--- src/rtl/exec_mult.sv ---
// Pipelined 32x32 -> low-32 multiplier execution unit.
// Operations enter from the issue queue, travel through STAGES elastic
// stages and leave through a CDB request/grant handshake. Each stage
// advances whenever the stage in front of it is empty or is itself moving,
// so bubbles collapse while the final stage waits for a grant.
// The product is split across the first two stages: stage 1 forms the
// low 16x16 partial product and the folded cross terms, and stage 2 adds
// them. Later stages only carry the finished result forward.
// STAGES is intended to be in the range 2..6.
module exec_mult #(
    parameter int STAGES = 4
) (
    input  logic        clk,
    input  logic        rst,
    input  logic        issue_valid,
    input  logic [31:0] issue_rsdata,
    input  logic [31:0] issue_rtdata,
    input  logic [5:0]  issue_tag,
    output logic        issue_ready,
    input  logic        flush,
    output logic        cdb_req,
    input  logic        cdb_grant,
    output logic [31:0] cdb_data,
    output logic [5:0]  cdb_tag,
    output logic        cdb_valid,
    output logic        busy
);

    localparam int S = STAGES;

    // Per-stage state: valid bit, tag and (partial) product.
    logic [S:1]  valid_q;
    logic [S:1]  valid_d;
    logic [31:0] data_q [1:S];
    logic [31:0] data_d [1:S];
    logic [5:0]  tag_q  [1:S];
    logic [5:0]  tag_d  [1:S];

    // Stage 1 also keeps the folded cross terms, which only affect the
    // upper half of the low 32 result bits.
    logic [15:0] cross_q;
    logic [15:0] cross_d;

    // free[k]: stage k can take new content at this edge.
    // leave[k]: the operation in stage k moves on at this edge.
    logic [S:1]  free;
    logic [S:1]  leave;

    logic        accept;
    logic [31:0] pp_ll;
    logic [15:0] pp_cross;

    // Partial products of the incoming operands. Only the low 32 bits of
    // the full product are needed, so the hi*hi term never contributes and
    // the cross terms are only needed modulo 2^16.
    always_comb begin
        pp_ll    = {16'h0000, issue_rsdata[15:0]} * {16'h0000, issue_rtdata[15:0]};
        pp_cross = (issue_rsdata[15:0] * issue_rtdata[31:16])
                 + (issue_rsdata[31:16] * issue_rtdata[15:0]);
    end

    // Ripple the advance condition from the CDB end back to the issue end.
    always_comb begin
        free  = '0;
        leave = '0;
        leave[S] = valid_q[S] & cdb_grant;
        free[S]  = ~valid_q[S] | leave[S];
        for (int k = S - 1; k >= 1; k--) begin
            leave[k] = valid_q[k] & free[k + 1];
            free[k]  = ~valid_q[k] | leave[k];
        end
    end

    // Handshake: ready depends only on pipeline state and grant; a flush
    // suppresses the transfer itself.
    always_comb begin
        issue_ready = free[1];
        accept      = issue_valid & free[1] & ~flush;
    end

    // Next valid bits: each free stage takes the valid bit of the stage
    // behind it; flush kills everything in flight.
    always_comb begin
        valid_d = valid_q;
        if (free[1]) begin
            valid_d[1] = accept;
        end
        for (int k = 2; k <= S; k++) begin
            if (free[k]) begin
                valid_d[k] = valid_q[k - 1];
            end
        end
        if (flush) begin
            valid_d = '0;
        end
    end

    // Next payload: load only when a valid operation actually moves in, so
    // a stalled stage keeps its contents unchanged.
    always_comb begin
        cross_d = cross_q;
        for (int k = 1; k <= S; k++) begin
            data_d[k] = data_q[k];
            tag_d[k]  = tag_q[k];
        end
        if (accept) begin
            data_d[1] = pp_ll;
            tag_d[1]  = issue_tag;
            cross_d   = pp_cross;
        end
        for (int k = 2; k <= S; k++) begin
            if (free[k] && valid_q[k - 1]) begin
                tag_d[k] = tag_q[k - 1];
                if (k == 2) begin
                    data_d[k] = data_q[1] + {cross_q, 16'h0000};
                end else begin
                    data_d[k] = data_q[k - 1];
                end
            end
        end
    end

    // Valid bits are the only state that needs a reset.
    always_ff @(posedge clk) begin
        if (rst) begin
            valid_q <= '0;
        end else begin
            valid_q <= valid_d;
        end
    end

    // Payload registers; meaningless while the matching valid bit is low.
    always_ff @(posedge clk) begin
        cross_q <= cross_d;
        for (int k = 1; k <= S; k++) begin
            data_q[k] <= data_d[k];
            tag_q[k]  <= tag_d[k];
        end
    end

    // Result broadcast and status.
    always_comb begin
        cdb_req   = valid_q[S];
        cdb_data  = data_q[S];
        cdb_tag   = tag_q[S];
        cdb_valid = valid_q[S] & cdb_grant;
        busy      = |valid_q;
    end

endmodule

--- config.mk ---
export PLATFORM = sky130hd
export DESIGN_NAME = exec_mult
export DESIGN_NICKNAME = d
export VERILOG_FILES = /design/src/rtl/exec_mult.sv
export SDC_FILE = /design/constraint.sdc
export NUM_CORES = 1
export LEC_CHECK = 0
export ABC_AREA = 1
export BUFFER_PORTS_ARGS = -buffer_cell sky130_fd_sc_hd__buf_2
export CORE_MARGIN = 1.5
export CORE_UTILIZATION = 36
export CTS_BUF_LIST = sky130_fd_sc_hd__clkbuf_16
export DETAILED_ROUTE_END_ITERATION = 10
export PLACE_DENSITY = 0.59
export SLEW_MARGIN = 20
export SYNTH_ARGS = -nofsm -noshare
export SYNTH_HDL_FRONTEND = slang
export SYNTH_SLANG_ARGS = --single-unit
--- constraint.sdc ---
create_clock -name clk -period 16.35 [get_ports clk]
set_input_delay 0 -clock clk [delete_from_list [all_inputs] [get_ports clk]]
set_output_delay 0 -clock clk [all_outputs]
set_load 0.02 [all_outputs]
==> impl_metrics.ini, run 1 <==
[outcome]
status = complete, no violations

[cts]
clk_pin_slew_ns = 0.07
cts_max_level = 4
root_buffer = clkbuf_16
clock_sinks = 172
clk_latency_ns = 0.43
cts_resized = 0
cts_tree = done
cts_buffers = 17
ctsLongestPathBuffers = 2
postCtsSetupBuffers = 0
hold_buffers = 11

[finish]
final_nets = 3338
layout_common_cells = inv_1 (758), nand2_1 (696), fa_1 (379), ha_1 (210), edfxtp_1 (168)
layout_commonest_cell = inv_1
instances_no_fill = 3543
drive_gt1_share_pct = 6.773
area_delta_synth_final_pct = 7.270

[global_routing]
grt_overflow = 0
grt_pass1_wl_um = 88200
first_global_vias = 16660
grt_max_degree = 55
antenna_found_initial = 1
grt_usage_pct = 16.85

[synth]
synth_flop_cell = edfxtp_1
synthesis.nets = 3326
ys_warn_count = 0
seq_area_frac_synth_pct = 21.86
synth_largest_area_cell = fa_1
synthCells = 2662
synth.avg_cell_area_sq_um = 8.805
synth_area_leaders = fa_1 (32%), edfxtp_1 (22%), inv_1 (12%), ha_1 (11%), nand2_1 (11%)
netlist_area_sq_um = 23440
yosys.cell_types.count = 47
async_reset_ff_share_pct = 0
synth_edf_count = 168
ys_seq_elements = 172
synth_top_area_share_pct = 32.37

[timing]
max_slew_margin_pct = 47.13
fin_worst_skew_ns = 0.01418
finalSetupTns_ns = 0
period_share_pct = 37.08
layout_min_cycle_time_ns = 6.062
slew_violations = 0
setup_viol = 0
hold_viol = 0
rsz0062_at_grt = no
worst_pin_slew_ns = 0.7931
clock.fmax_mhz = 165.0

[placement]
post-dp-hpwl_um = 42140
dp_cells = 3498
gp_congestion = 0.8647
portBuffers = 116

[floorplan]
die_w_um = 258.2
die-area_sq_um = 66650
rows = 93
initial_utilization_pct = 36.43
io_pins = 117
fp.dieH_um = 258.2
coreArea_sq_um = 64350

[hold_path]
hp-class = in2reg

[route]
drt-total-wl_um = 54010
drc_errors = 0
dr.first_iter.drc_count = 1083
dr.pass1.iters = 5
num_vias = 16210
ant_nets = 0
wire_per_inst_um = 15.25
vias_per_cell = 4.575

[setup_path]
worst_ep_required_time_ns = 16.54
crit_type = in2reg
critical_path_arrival_ns = 6.25
startpoint_type = input pin
worst_r2r_endpoint = data_q[0][92]
cp-end-kind = flop
rrSetupSlack_ns = 14.09
r2r_cells = 11
cp_max_fo = 25
cp-endpoint = cross_q[15]
crit_start = issue_rsdata[8]
timing.rr.start = cross_q[0]

[run]
maxCapViolations = 0
==> routing by layer <==
metal | track usage [%] | wire length (um) | part of all wire (%)
met1 | 23.27 | 24630 | 46
met2 | 27.99 | 25540 | 47
met3 | 2.434 | 2977 | 5.5
met4 | 3.850 | 867 | 1.6
met5 | 0 | 0 | 0
==> cells in the mapped netlist (3+ instances only) <==
cell type / n
clkbuf_1: 64
buf_2: 18
xor2_1: 39
nand3_1: 50
a21oi_1: 61
o21ai_0: 20
xnor2_1: 28
nand2_1: 696
o21ai_1: 6
fa_1: 379
nor3_1: 6
a21oi_2: 8
ha_1: 210
inv_1: 758
nand4_1: 5
buf_1: 14
nor2_1: 32
a21o_1: 5
nand3b_1: 9
inv_2: 4
dfxtp_1: 4
buf_4: 43
o21ai_2: 5
edfxtp_1: 168
o31ai_1: 3
==> cells by family (layout without fill, tap and decap cells) <==
logic type                 Yosys count  count (layout)  share of synthesized area [%]
xor gates and xnor gates            68              68                          2.573
DFF                                172             172                          21.86
adders and majority gates          589             589                          43.58
AOI/OAI and AO/OA                  120             120                          3.096
and+or+nand+nor                    808             808                          13.57
other                                0               1                              0
buffers and inverters              905             930                          15.31
==> stage by stage <==
stage / hold WS (ns) / cell area (sq um) / utilization (%) / setup WS, ns
after global placement: 0.1769 / 24430 / 37.96 / 9.925
after floorplan: 0.09887 / 23440 / - / 10.35
after global routing: 0.2647 / 25140 / 39.08 / 9.943
after CTS: 0.2560 / 25120 / 39.04 / 10.34
final: 0.2898 / 25140 / 39.08 / 10.29
after detailed placement: 0.1791 / 24430 / 37.96 / 9.871
==> how the worst min path moves through the flow <==
stage	startpoint	end	slack (ns)	depth (start not counted)
3_3_place_gp	issue_tag[1]	tag_q[0][7]	0.18	1
2_1_floorplan	issue_tag[4]	tag_q[0][10]	0.1	0
3_5_place_dp	issue_tag[3]	tag_q[0][9]	0.18	1
4_1_cts	issue_tag[3]	tag_q[0][9]	0.26	2
5_1_grt	issue_tag[3]	tag_q[0][9]	0.26	2
6_report	issue_tag[5]	tag_q[0][11]	0.29	2
==> cell type report <==
class / count / area (sq um)
fill: 6520 / 39200
multi-input combinational: 1585 / 14740
sequential: 172 / 5125
inverter: 764 / 2868
tap: 855 / 1070
timing repair buffer: 134 / 755.7
clock buffer: 17 / 425.4
clock inverter: 15 / 160.2
antenna: 1 / 2.502
==> sequential cells by signal, indices dropped and copies added, names as in the netlist <==
signal   cells
cross_q     16
data_q     128
tag_q       24
valid_q      4
==> worst max-delay path, cell delays in order <==
cell	delay (ns)
buf_2	0.51
nand2_1	0.12
inv_1	0.11
fa_1	0.38
inv_1	0.07
fa_1	0.42
fa_1	0.48
fa_1	0.55
inv_1	0.05
fa_1	0.47
fa_1	0.56
fa_1	0.43
fa_1	0.44
ha_1	0.35
a21oi_1	0.15
o21ai_0	0.11
a21oi_2	0.21
o21ai_1	0.14
nand2_1	0.08
inv_1	0.05
or2_1	0.20
a21oi_1	0.19
inv_1	0.06
nand2_1	0.06
nand2_1	0.04
Power of run 1 is not shown: default switching activity piles up to over one toggle a cycle in this logic, so the estimate is an artifact.
==> inputs of run 2 (changes only) <==
==> constraint.sdc (replaced) <==
create_clock -name clk -period 6.3 [get_ports clk]
set_input_delay 0 -clock clk [delete_from_list [all_inputs] [get_ports clk]]
set_output_delay 0 -clock clk [all_outputs]
set_load 0.02 [all_outputs]
==> run 2 against run 1 <==
Compared with the run above:
- wire length increased by 0.91%
- via count increased by 0.18%
- worst hold slack got worse by 0.0046 ns
- cell count increased by 1.0%
- non-clock buffer count increased by 38
- largest cell class unchanged
- global-route usage increased by 0.25 points
- core utilization increased by 0.50 points
==> impl_metrics.ini, run 2 (same netlist as run 1, synthesis figures left out) <==
[outcome]
status = complete, no violations

[finish]
final_nets = 3376
final_area_sq_um = 25460
layout_commonest_cell = inv_1
final_util_pct = 39.57
area_delta_synth_final_pct = 8.637
layout_common_cells = inv_1 (759), nand2_1 (696), fa_1 (379), ha_1 (210), edfxtp_1 (168)
largest_reg_flops = 128
regMostFlops = data_q
n_antenna_cell = 0
regArea_sq_um = 5125
drive_gt1_share_pct = 8.073
largest_registers = data_q x128, tag_q x24, cross_q x16
multi_input_area_sq_um = 14740
nFillCells = 6485

[global_routing]
grt_pass1_wl_um = 89390
first_global_vias = 16820
antenna_found_initial = 2
grt_max_degree = 55
grt_overflow = 0
grt_usage_pct = 17.11

[setup_path]
cp_max_fo = 12
timing.rr.start = cross_q[2]
path_buf_inv = 6
critical-path-max-stage-delay_ns = 0.56
worst_r2r_endpoint = data_q[0][93]
worst_ep_required_time_ns = 6.49
r2r_cells = 10
cp_common_cell = fa_1
crit_type = in2reg
critPathTopFamily = adder cells
cpMaxStageDelayCell = fa_1
critical_path_arrival_ns = 5.94
cp-end-kind = flop
rrSetupSlack_ns = 3.94
startpoint_type = input pin

[cts]
cts_resized = 0
ctsLongestPathBuffers = 2
root_buffer = clkbuf_16
clk_latency_ns = 0.43
cts_tree = done
clk_pin_slew_ns = 0.07
cts_buffers = 17
cts_max_level = 4
clock_sinks = 172

[route]
num_vias = 16240
dr.pass1.iters = 5
drc_errors = 0
dr.first_iter.drc_count = 898
vias_per_cell = 4.536
drt-total-wl_um = 54500
wire_per_inst_um = 15.22
ant_nets = 0

[placement]
portBuffers = 116
post-dp-hpwl_um = 45170
gp_congestion = 0.8812
placed_cell_area_sq_um = 24770

[floorplan]
die_w_um = 258.2
rows = 93
fp.dieH_um = 258.2
io_pins = 117
coreArea_sq_um = 64350
die-area_sq_um = 66650
initial_utilization_pct = 36.43

[timing]
fin_worst_skew_ns = 0.01303
finalSetupTns_ns = 0
slew_violations = 0
period_share_pct = 91.22
hold_viol = 0
layout_min_cycle_time_ns = 5.747
worst_pin_slew_ns = 0.7676
max_slew_margin_pct = 48.82
rsz0062_at_grt = no
setup_viol = 0
clock.fmax_mhz = 174.0

[hold_path]
hp-class = in2reg
hp-start = issue_tag[3]
hold_depth = 2
whs_endpoint = tag_q[0][9]

[run]
maxCapViolations = 0
run 2: changes by cell type in the layout (fill, tap and decap cells not counted), moves of 2 or more:
cell        change
buf_12          +3
inv_8           -2
clkinv_2        -2
clkinvlp_4      +2
inv_6           +2
buf_4          +35
run 2: final cells by class:
class / count / share of cell area, %
clock buffer: 17 / 1.671
clock inverter: 15 / 0.6289
inverter: 764 / 11.26
multi-input combinational: 1585 / 57.88
sequential: 172 / 20.13
tap: 855 / 4.201
timing repair buffer: 172 / 4.235
run 2: worst max-delay path by stage:
| stage | from | end | slack (ns) | cells after the start |
|---|---|---|---|---|
| detailed placement | issue_rtdata[18] | cross_q[15] | 0.13 | 25 |
| finish | issue_rtdata[18] | cross_q[15] | 0.55 | 25 |
| floorplan | issue_rsdata[8] | cross_q[15] | 0.30 | 26 |
| global route | issue_rtdata[18] | cross_q[15] | 0.25 | 25 |
| global placement | issue_rtdata[18] | cross_q[15] | 0.17 | 25 |
| CTS | issue_rtdata[18] | cross_q[15] | 0.60 | 25 |
run 2: routing by layer:
metal	wire [um]	part of all wire (%)	GRT usage, %	vias to the layer above
li1	-	-	-	7805
met1	24160	44	22.89	7933
met2	25670	47	28.37	419
met3	3235	5.9	3.082	79
met4	1425	2.6	4.857	2
met5	13	0.024	0	-
run 2: what timing repair did:
action                                  CTS  global route
endpoints found under the hold margin    10             0
setup buffers                             0             0
hold buffers                             11             0
endpoints found under the setup margin    0             0
run 2: stage by stage:
step	worst slack [ns]	hold slack, ns	instances
finish	0.5532	0.2852	3580
global route	0.2483	0.2647	3580
detailed placement	0.1284	0.1791	3537
global placement	0.1697	0.1765	3537
floorplan	0.3008	0.09887	2662
CTS	0.6035	0.2587	3580
Power of run 2 is left out for the same reason.
==> inputs of run 3 (changes only) <==
--- a/config.mk
+++ b/config.mk
@@ -7,11 +7,14 @@
 export LEC_CHECK = 0
 export ABC_AREA = 1
 export BUFFER_PORTS_ARGS = -buffer_cell sky130_fd_sc_hd__buf_2
+export CELL_PAD_IN_SITES_DETAIL_PLACEMENT = 0
+export CELL_PAD_IN_SITES_GLOBAL_PLACEMENT = 1
 export CORE_MARGIN = 1.5
 export CORE_UTILIZATION = 36
 export CTS_BUF_LIST = sky130_fd_sc_hd__clkbuf_16
 export DETAILED_ROUTE_END_ITERATION = 10
-export PLACE_DENSITY = 0.59
+export PLACE_DENSITY = 0.7
+export SKIP_CTS_REPAIR_TIMING = 1
 export SLEW_MARGIN = 20
 export SYNTH_ARGS = -nofsm -noshare
 export SYNTH_HDL_FRONTEND = slang
==> run 3 against run 2 <==
Compared with the run above:
- final area down 0.16%
- sequential share of layout area about the same
- sequential cell count unchanged
- clock skew about the same
- setup slack worse by 0.030 ns
- wire length up 7.6%
- critical path depth up 6
- critical path type unchanged
- largest cell class unchanged
==> impl_metrics.ini, run 3 (same netlist as run 1, synthesis figures left out) <==
[timing]
clock.fmax_mhz = 173.1
layout_min_cycle_time_ns = 5.777
setup_viol = 0
hold_ws_ns = 0.2375
fin_worst_skew_ns = 0.01313
period_share_pct = 91.69
max_slew_margin_pct = 51.10
hold_viol = 0
rsz0062_at_grt = no
finalSetupTns_ns = 0
worst_pin_slew_ns = 0.7335
slew_violations = 0

[floorplan]
initial_utilization_pct = 36.43
coreArea_sq_um = 64350
fp.dieH_um = 258.2
die_w_um = 258.2
io_pins = 117
die-area_sq_um = 66650
rows = 93

[finish]
area_delta_synth_final_pct = 8.460
final_nets = 3378
instances_no_fill = 3583
final_util_pct = 39.51
largest_reg_flops = 128
largest_registers = data_q x128, tag_q x24, cross_q x16
layout_common_cells = inv_1 (759), nand2_1 (696), fa_1 (379), ha_1 (210), edfxtp_1 (168)
drive_gt1_share_pct = 8.177
layout_commonest_cell = inv_1
nFillCells = 6426
regMostFlops = data_q

[setup_path]
cp_common_cell = nand2_1
cpMaxStageDelayCell = fa_1
cp_max_fo = 13
timing.rr.start = cross_q[2]
crit_type = in2reg
critical_path_arrival_ns = 5.97
critical-path-max-stage-delay_ns = 0.58
cp-end-kind = flop
r2r_cells = 10
startpoint_type = input pin
worst_r2r_endpoint = data_q[0][93]
worst_ep_required_time_ns = 6.49
rrSetupSlack_ns = 3.84

[cts]
clock_sinks = 172
clk_pin_slew_ns = 0.07
root_buffer = clkbuf_16
cts_max_level = 4
ctsLongestPathBuffers = 2
cts_buffers = 17
clk_latency_ns = 0.42
cts_tree = done

[route]
drc_errors = 0
drt-total-wl_um = 58660
wire_per_inst_um = 16.37
ant_nets = 0
vias_per_cell = 4.626
dr.pass1.iters = 5
num_vias = 16580
dr.first_iter.drc_count = 909

[global_routing]
grt_max_degree = 55
first_global_vias = 17670
grt_usage_pct = 18.21
grt_overflow = 0
grt_pass1_wl_um = 94990
antenna_found_initial = 2

[placement]
dp_cells = 3538
portBuffers = 116
post-dp-hpwl_um = 48590
gp_congestion = 0.8828

[run]
maxCapViolations = 0

[hold_path]
hold_depth = 4
whs_endpoint = cross_q[0]
hp-class = in2reg
hp-start = issue_rsdata[16]

[outcome]
status = complete, no violations
run 3: cell count changes in the layout (fill, tap and decap cells not counted):
cell,previous run,this run
bufinv_16,2,0
inv_8,0,3
diode_2,0,1
buf_16,0,1
buf_12,4,0
clkinv_2,0,2
buf_4,41,46
inv_6,7,5
clkinv_8,0,1
clkinv_1,3,2
clkinvlp_4,3,2
run 3: critical path: cells and delay by family:
kind | cells | cell delay, ns
AND/OR/NAND/NOR | 15 | 1.22
buffers and inverters | 8 | 0.81
adder cells (fa/ha/maj) | 8 | 3.92
run 3: layer usage:
layer | part of all wire [%] | wire, um | GRT usage [%] | up-vias
li1 | - | - | - | 7813
met5 | 0.029 | 17 | 0 | -
met1 | 47 | 27360 | 25.58 | 8346
met4 | 1.0 | 597 | 3.005 | 4
met3 | 3.8 | 2223 | 1.472 | 55
met2 | 49 | 28460 | 31.12 | 358
run 3: worst max path at each step:
stage          slack, ns          end              from  cells after the start
6_report            0.52  cross_q[15]   issue_rtdata[4]                     31
2_1_floorplan       0.30  cross_q[15]   issue_rsdata[8]                     26
4_1_cts             0.56  cross_q[15]   issue_rtdata[4]                     31
5_1_grt             0.21  cross_q[14]  issue_rtdata[18]                     27
3_3_place_gp        0.16  cross_q[15]  issue_rtdata[18]                     30
3_5_place_dp        0.12  cross_q[15]   issue_rtdata[4]                     31
run 3: through the flow:
step | setup WS, ns | cell area (sq um)
6_report | 0.5233 | 25420
5_1_grt | 0.2135 | 25420
3_3_place_gp | 0.1583 | 24730
2_1_floorplan | 0.3008 | 23440
3_5_place_dp | 0.1154 | 24730
4_1_cts | 0.5588 | 25280
run 3: cell type report:
class                           count  area [sq um]  area share [%]
Tap cell                          855          1070           4.208
Clock inverter                     15         131.4          0.5168
Timing Repair Buffer              174          1064           4.183
Clock buffer                       17         425.4           1.673
Antenna cell                        1         2.502        0.009843
Sequential cell                   172          5125           20.16
Inverter                          764          2868           11.28
Multi-Input combinational cell   1585         14740           57.97
Power of run 3 is left out for the same reason.
